[src/rtl/readout_tx_pkg.sv]
// Shared definitions for the readout TX instruction sequencer.
//   - instruction field positions within the 32-bit instruction word
//   - opcode values
//   - sequencer state encoding
package readout_tx_pkg;

  localparam int OP_LSB   = 28;
  localparam int OP_WIDTH = 4;
  localparam int IMM_LSB  = 12;
  localparam int RSVD_BIT = 11;

  localparam logic [OP_WIDTH-1:0] OP_NOP  = 4'd0;
  localparam logic [OP_WIDTH-1:0] OP_PLAY = 4'd1;
  localparam logic [OP_WIDTH-1:0] OP_WAIT = 4'd2;
  localparam logic [OP_WIDTH-1:0] OP_LOOP = 4'd3;
  localparam logic [OP_WIDTH-1:0] OP_JUMP = 4'd4;
  localparam logic [OP_WIDTH-1:0] OP_HALT = 4'd5;

  typedef enum logic [2:0] {
    ST_IDLE   = 3'd0,
    ST_FETCH  = 3'd1,
    ST_EXEC   = 3'd2,
    ST_WAIT   = 3'd3,
    ST_PLAY   = 3'd4,
    ST_HALTED = 3'd5
  } seq_state_e;

endpackage

[src/rtl/readout_tx_seq_decode.sv]
// Combinational instruction field split for the readout TX sequencer.
// Ports:
//   inst  - instruction word from the instruction memory
//   op    - opcode field
//   imm   - immediate field (pulse id / wait length / loop count)
//   tgt   - branch target address
//   legal - opcode is one of NOP, PLAY, WAIT, LOOP, JUMP, HALT
module readout_tx_seq_decode
  import readout_tx_pkg::*;
#(
  parameter int PC_WIDTH   = 11,
  parameter int INST_WIDTH = 32,
  parameter int CNT_WIDTH  = 16
) (
  input  logic [INST_WIDTH-1:0] inst,
  output logic [OP_WIDTH-1:0]   op,
  output logic [CNT_WIDTH-1:0]  imm,
  output logic [PC_WIDTH-1:0]   tgt,
  output logic                  legal
);

  // Bit 11 is reserved in the encoding and carries no meaning.
  logic unused_rsvd;

  assign op          = inst[OP_LSB +: OP_WIDTH];
  assign imm         = inst[IMM_LSB +: CNT_WIDTH];
  assign tgt         = inst[PC_WIDTH-1:0];
  assign legal       = (op <= OP_HALT);
  assign unused_rsvd = inst[RSVD_BIT];

endmodule

[src/rtl/readout_tx_sequencer.sv]
// Readout TX instruction sequencer.
// Fetches from the instruction memory addressed by the external PC register,
// decodes PLAY/WAIT/LOOP/JUMP/HALT and requests pulses from the TX pulse
// generator over a valid/ready handshake.
// Ports:
//   clk, rst     - clock, synchronous active-high reset
//   start, stop  - host control; stop wins over start
//   start_pc     - entry address loaded on start
//   pc, inst     - PC register value and synchronous-read memory data
//   update_pc    - load strobe to the PC register (same-cycle, so a pulse
//                  handshake advances the PC in the ready cycle itself)
//   next_pc      - value loaded when update_pc=1
//   pulse_valid, pulse_id, pulse_ready - pulse request handshake
//   busy, halted, error - status
module readout_tx_sequencer
  import readout_tx_pkg::*;
#(
  parameter int PC_WIDTH   = 11,
  parameter int INST_WIDTH = 32,
  parameter int CNT_WIDTH  = 16
) (
  input  logic                  clk,
  input  logic                  rst,
  input  logic                  start,
  input  logic                  stop,
  input  logic [PC_WIDTH-1:0]   start_pc,
  input  logic [PC_WIDTH-1:0]   pc,
  input  logic [INST_WIDTH-1:0] inst,
  output logic                  update_pc,
  output logic [PC_WIDTH-1:0]   next_pc,
  output logic                  pulse_valid,
  output logic [CNT_WIDTH-1:0]  pulse_id,
  input  logic                  pulse_ready,
  output logic                  busy,
  output logic                  halted,
  output logic                  error
);

  seq_state_e           state_q, state_d;
  logic                 pulse_valid_q, pulse_valid_d;
  logic [CNT_WIDTH-1:0] pulse_id_q, pulse_id_d;
  logic                 busy_q, busy_d;
  logic                 halted_q, halted_d;
  logic                 error_q, error_d;
  logic [CNT_WIDTH-1:0] loop_cnt_q, loop_cnt_d;
  logic                 loop_armed_q, loop_armed_d;
  logic [CNT_WIDTH-1:0] wait_cnt_q, wait_cnt_d;

  logic [OP_WIDTH-1:0]  op;
  logic [CNT_WIDTH-1:0] imm;
  logic [PC_WIDTH-1:0]  tgt;
  logic                 legal;

  logic                 update_pc_c;
  logic [PC_WIDTH-1:0]  next_pc_c;
  logic [PC_WIDTH-1:0]  pc_inc;
  logic [CNT_WIDTH-1:0] eff_cnt;

  readout_tx_seq_decode #(
    .PC_WIDTH  (PC_WIDTH),
    .INST_WIDTH(INST_WIDTH),
    .CNT_WIDTH (CNT_WIDTH)
  ) u_decode (
    .inst (inst),
    .op   (op),
    .imm  (imm),
    .tgt  (tgt),
    .legal(legal)
  );

  // Natural wrap modulo 2^PC_WIDTH.
  assign pc_inc  = pc + PC_WIDTH'(1);
  // First encounter of a LOOP uses its immediate; later passes use the counter.
  assign eff_cnt = loop_armed_q ? loop_cnt_q : imm;

  always_comb begin
    state_d       = state_q;
    pulse_valid_d = pulse_valid_q;
    pulse_id_d    = pulse_id_q;
    error_d       = error_q;
    loop_cnt_d    = loop_cnt_q;
    loop_armed_d  = loop_armed_q;
    wait_cnt_d    = wait_cnt_q;
    update_pc_c   = 1'b0;
    next_pc_c     = pc_inc;

    case (state_q)
      ST_IDLE, ST_HALTED: begin
        next_pc_c = '0;
        if (start) begin
          update_pc_c  = 1'b1;
          next_pc_c    = start_pc;
          error_d      = 1'b0;
          loop_armed_d = 1'b0;
          loop_cnt_d   = '0;
          state_d      = ST_FETCH;
        end
      end

      ST_FETCH: begin
        next_pc_c = '0;
        state_d   = ST_EXEC;
      end

      ST_EXEC: begin
        if (!legal) begin
          error_d = 1'b1;
          state_d = ST_HALTED;
        end else begin
          case (op)
            OP_NOP: begin
              update_pc_c = 1'b1;
              state_d     = ST_FETCH;
            end
            OP_PLAY: begin
              pulse_valid_d = 1'b1;
              pulse_id_d    = imm;
              state_d       = ST_PLAY;
            end
            OP_WAIT: begin
              if (imm == '0) begin
                update_pc_c = 1'b1;
                state_d     = ST_FETCH;
              end else begin
                wait_cnt_d = imm - CNT_WIDTH'(1);
                state_d    = ST_WAIT;
              end
            end
            OP_LOOP: begin
              update_pc_c = 1'b1;
              state_d     = ST_FETCH;
              if (eff_cnt != '0) begin
                loop_cnt_d   = eff_cnt - CNT_WIDTH'(1);
                loop_armed_d = 1'b1;
                next_pc_c    = tgt;
              end else begin
                loop_cnt_d   = '0;
                loop_armed_d = 1'b0;
              end
            end
            OP_JUMP: begin
              update_pc_c = 1'b1;
              next_pc_c   = tgt;
              state_d     = ST_FETCH;
            end
            OP_HALT: begin
              state_d = ST_HALTED;
            end
            default: begin
              error_d = 1'b1;
              state_d = ST_HALTED;
            end
          endcase
        end
      end

      ST_WAIT: begin
        if (wait_cnt_q == '0) begin
          update_pc_c = 1'b1;
          state_d     = ST_FETCH;
        end else begin
          wait_cnt_d = wait_cnt_q - CNT_WIDTH'(1);
        end
      end

      ST_PLAY: begin
        if (pulse_ready) begin
          update_pc_c   = 1'b1;
          pulse_valid_d = 1'b0;
          state_d       = ST_FETCH;
        end
      end

      default: begin
        next_pc_c = '0;
        state_d   = ST_IDLE;
      end
    endcase

    // Abort leaves the PC register untouched and keeps the error flag.
    if (stop) begin
      update_pc_c   = 1'b0;
      pulse_valid_d = 1'b0;
      state_d       = ST_IDLE;
    end

    busy_d   = (state_d != ST_IDLE) && (state_d != ST_HALTED);
    halted_d = (state_d == ST_HALTED);
  end

  always_ff @(posedge clk) begin
    if (rst) begin
      state_q       <= ST_IDLE;
      pulse_valid_q <= 1'b0;
      pulse_id_q    <= '0;
      busy_q        <= 1'b0;
      halted_q      <= 1'b0;
      error_q       <= 1'b0;
      loop_cnt_q    <= '0;
      loop_armed_q  <= 1'b0;
      wait_cnt_q    <= '0;
    end else begin
      state_q       <= state_d;
      pulse_valid_q <= pulse_valid_d;
      pulse_id_q    <= pulse_id_d;
      busy_q        <= busy_d;
      halted_q      <= halted_d;
      error_q       <= error_d;
      loop_cnt_q    <= loop_cnt_d;
      loop_armed_q  <= loop_armed_d;
      wait_cnt_q    <= wait_cnt_d;
    end
  end

  // Strobe is suppressed while reset is held so the PC register never moves.
  assign update_pc   = update_pc_c & ~rst;
  assign next_pc     = rst ? '0 : next_pc_c;
  assign pulse_valid = pulse_valid_q;
  assign pulse_id    = pulse_id_q;
  assign busy        = busy_q;
  assign halted      = halted_q;
  assign error       = error_q;

endmodule

[config.mk]
export PLATFORM = sky130hd
export DESIGN_NAME = readout_tx_sequencer
export DESIGN_NICKNAME = d
export VERILOG_FILES = /design/src/rtl/readout_tx_pkg.sv /design/src/rtl/readout_tx_seq_decode.sv /design/src/rtl/readout_tx_sequencer.sv
export SDC_FILE = /design/constraint.sdc
export NUM_CORES = 1
export LEC_CHECK = 0
export BUFFER_PORTS_ARGS = -buffer_cell sky130_fd_sc_hd__buf_2
export CORE_MARGIN = 4
export CORE_UTILIZATION = 50
export CTS_CLUSTER_DIAMETER = 150
export DETAILED_ROUTE_END_ITERATION = 7
export GPL_TIMING_DRIVEN = 0
export PLACE_DENSITY = 0.75
export SKIP_LAST_GASP = 1
export SYNTH_ARGS = -nofsm -noshare
export SYNTH_HDL_FRONTEND = slang
export SYNTH_SLANG_ARGS = --single-unit
[constraint.sdc]
create_clock -name clk -period 3 [get_ports clk]
set_clock_uncertainty 0.05 [all_clocks]
set_input_delay 0.45 -clock clk [delete_from_list [all_inputs] [get_ports clk]]
set_output_delay 0.45 -clock clk [all_outputs]
set_load 0.03 [all_outputs]
==> metrics <==
Place WS=-0.7022 ns; EDFF count, synth=0; failing checks=negative setup slack; worst slew pin tran=0.9138 ns; CTS buffer count=5; CP Data Arrival Time=2.50 ns; CP Data Required Time=2.50 ns; clk slew on worst S/H paths=0.12 ns; number of diodes=0; Routed Antenna Nets=0; Placed Area=0.004621 mm2; CP max FO=6; commonest non-fill, non-tap cells in the layout=buf_2, nand2_1, nor2_1; Die Span X=98.24 um; DRT Wirelength=14.21 mm; largest net degree at the start of global routing=20; I/O pins=91; Area growth syn-to-layout=29.99%; RSZ-0062 raised after global routing=true; Starting DRT DRC Count=426; maximum VDD drop=198.6 uV; TritonCTS clock tree=done; status=finished with violations; YS warnings=0; routed via count=4813; fraction of layout cells with a size suffix above 1=29.19%; first-pass GRT wire length=21.87 mm; M2 GR Usage=46.81%; Total GRT Usage=27.13%; core box area=0.007807 mm2; share of flip-flops with an asynchronous set or reset=0%; Buf+Inv Stages, Crit Path=5; Crit path top cell by count=buf_4; worst path cell trace=buf_8, buf_12, mux2i_4, ha_2, nand2_2, nor4_4, buf_4, o41ai_4, buf_4, o21ai_1, buf_4; met3 usage=3.786%; hold_buf cts=0; delay-heaviest family, CP=buffers and inverters; Hold Violations, Final=0; FMAX=0.3329 GHz; final net count=730; clock sinks=56; Crit-path slowest cell=o41ai_4; net count after synthesis=614; Clk Latency, worst-skew pair=0.32 ns; Synth area leaders=dfxtp_1, nand2_1, a21oi_1, nor2_1, mux2i_1; area leader, netlist=dfxtp_1; gr ovfl total=0; Placer Congestion=0.9499; vias in the first global route=4613; die area=0.009650 mm2; routed vias/inst=6.251; initial antenna violation count=0; cells after synthesis=551; busiest layer in global routing=met2; DP Wirelength=9.847 mm; max-slew violation count=0; initial core utilization=52.15%; max-cap violations=0; Seq/Total Area, Yosys=27.54%; Leak=1.927 nW; post-route minimum period=3.004 ns; power per cell area=283.4 mW/mm2; Yosys top cell area share=27.54%; Power Total=1.500 mW; Top FF cell, synth=dfxtp_1; Die Ht=98.24 um; synth unique cells=65; Rel. slew slack=39.08%; Crit Path Category=reg -> out; drc violations=0; total number of H-tree levels=2; final setup margin=-0.003887 ns; commonest non-fill, non-tap cell in the layout=buf_2; clk root buf=clkbuf_8; Post-Synthesis Cell Area=0.004071 mm2; Final period util=100.1%; CP Capture Type=output port; number of setup violations in the final report=1; buffers added on ports=80; grt met1 use=33.62%; CP max stage delay=0.41 ns; Clock Tree Buf Depth=2; WL/cell=18.45 um; Core Rows=32; Syn Area/Cell=7.389 um2; Final Cell Area=0.005293 mm2; setup_tns=-0.003887 ns; Initial DRT Pass Iterations=5; Yosys reg bits=56; Min-Delay Path Class=in -> reg; Worst Setup Start Kind=flop
report_power, final:
group	leakage [nW]	internal, mW	total [mW]	switching [mW]
clock network	0.0452	0.171	0.455	0.284
registers	0.455	0.743	0.745	0.00176
logic	1.43	0.113	0.300	0.187
registers in the layout (all words and copies together) (netlist names):
| register | count |
|---|---|
| loop_armed_q | 1 |
| state_q | 3 |
| wait_cnt_q | 16 |
| pulse_valid | 1 |
| loop_cnt_q | 16 |
| busy | 1 |
| error | 1 |
| halted | 1 |
| pulse_id | 16 |
worst reg2reg max path: stages, from the launching register on:
cell and delay [ns]:
dfxtp_4 0.38, and3b_2 0.28, buf_8 0.13, buf_8 0.11, mux2i_2 0.22, ha_2 0.22
nor3b_4 0.21, nand3_1 0.14, o22a_2 0.28, or4_4 0.52, a32oi_2 0.25, a21oi_1 0.10
synthesized netlist by cell type, types with 9 or more instances:
cell type   n
a21oi_1    49
a22oi_1    17
a31oi_1     9
buf_2      16
clkbuf_1   18
dfxtp_1    56
mux2i_1    18
nand2_1    68
nand3_1    17
nand3b_1   10
nor2_1     54
nor3_1     27
o21ai_0    21
o21ai_1    19
xnor2_1    11
xor2_1     13
through the flow:
step	hold WS, ns	util (%)	std cells
after floorplan	0.4005	-	551
after global placement	0.3923	59.18	733
after detailed placement	0.3972	59.18	733
after global routing	0.3298	67.79	770
after CTS	0.3160	64.54	758
final	0.3284	67.79	770
cell families (layout without fill, tap and decap cells):
| family | count (synthesis) | after routing | share of synthesized area [%] |
|---|---|---|---|
| AOI/OAI and AO/OA | 160 | 160 | 25.08 |
| xor gates and xnor gates | 24 | 24 | 5.163 |
| DFF | 56 | 56 | 27.54 |
| muxes | 20 | 20 | 4.978 |
| buffers and inverters | 44 | 161 | 4.917 |
| and+or+nand+nor | 243 | 243 | 31.10 |
| adders and majority gates | 4 | 4 | 1.229 |
timing repair:
| item | CTS | global route |
|---|---|---|
| setup endpoints to repair | 19 | 16 |
| gates cloned | 0 | 1 |
| pin swaps | 6 | 21 |
| resized for setup | 54 | 46 |
| setup buffers | 17 | 14 |
worst paths after layout:
kind	depth (start not counted)	end	from	slack, ns
worst max-delay path	11	next_pc[1]	loop_armed_q	-0.004
worst min-delay path	2	state_q[1]	stop	0.33
worst max register to register	11	wait_cnt_q[14]	state_q[2]	0.01
worst min register to register	2	pulse_id[9]	pulse_id[9]	0.41
cell type report:
cell class / instances / area (um2)
multi-input combinational: 451 / 2998
fill: 666 / 2515
sequential: 56 / 1136
timing repair buffer: 111 / 696.9
buffer: 36 / 217.7
tap: 102 / 127.6
clock buffer: 5 / 68.82
clock inverter: 3 / 25.02
inverter: 6 / 22.52
layer usage:
layer | vias up | wire length (um)
met3 | 55 | 1011
met2 | 244 | 6998
met5 | - | 0
met1 | 2264 | 5694
li1 | 2250 | -
met4 | 0 | 505
Power figures use the tool's default switching activity.
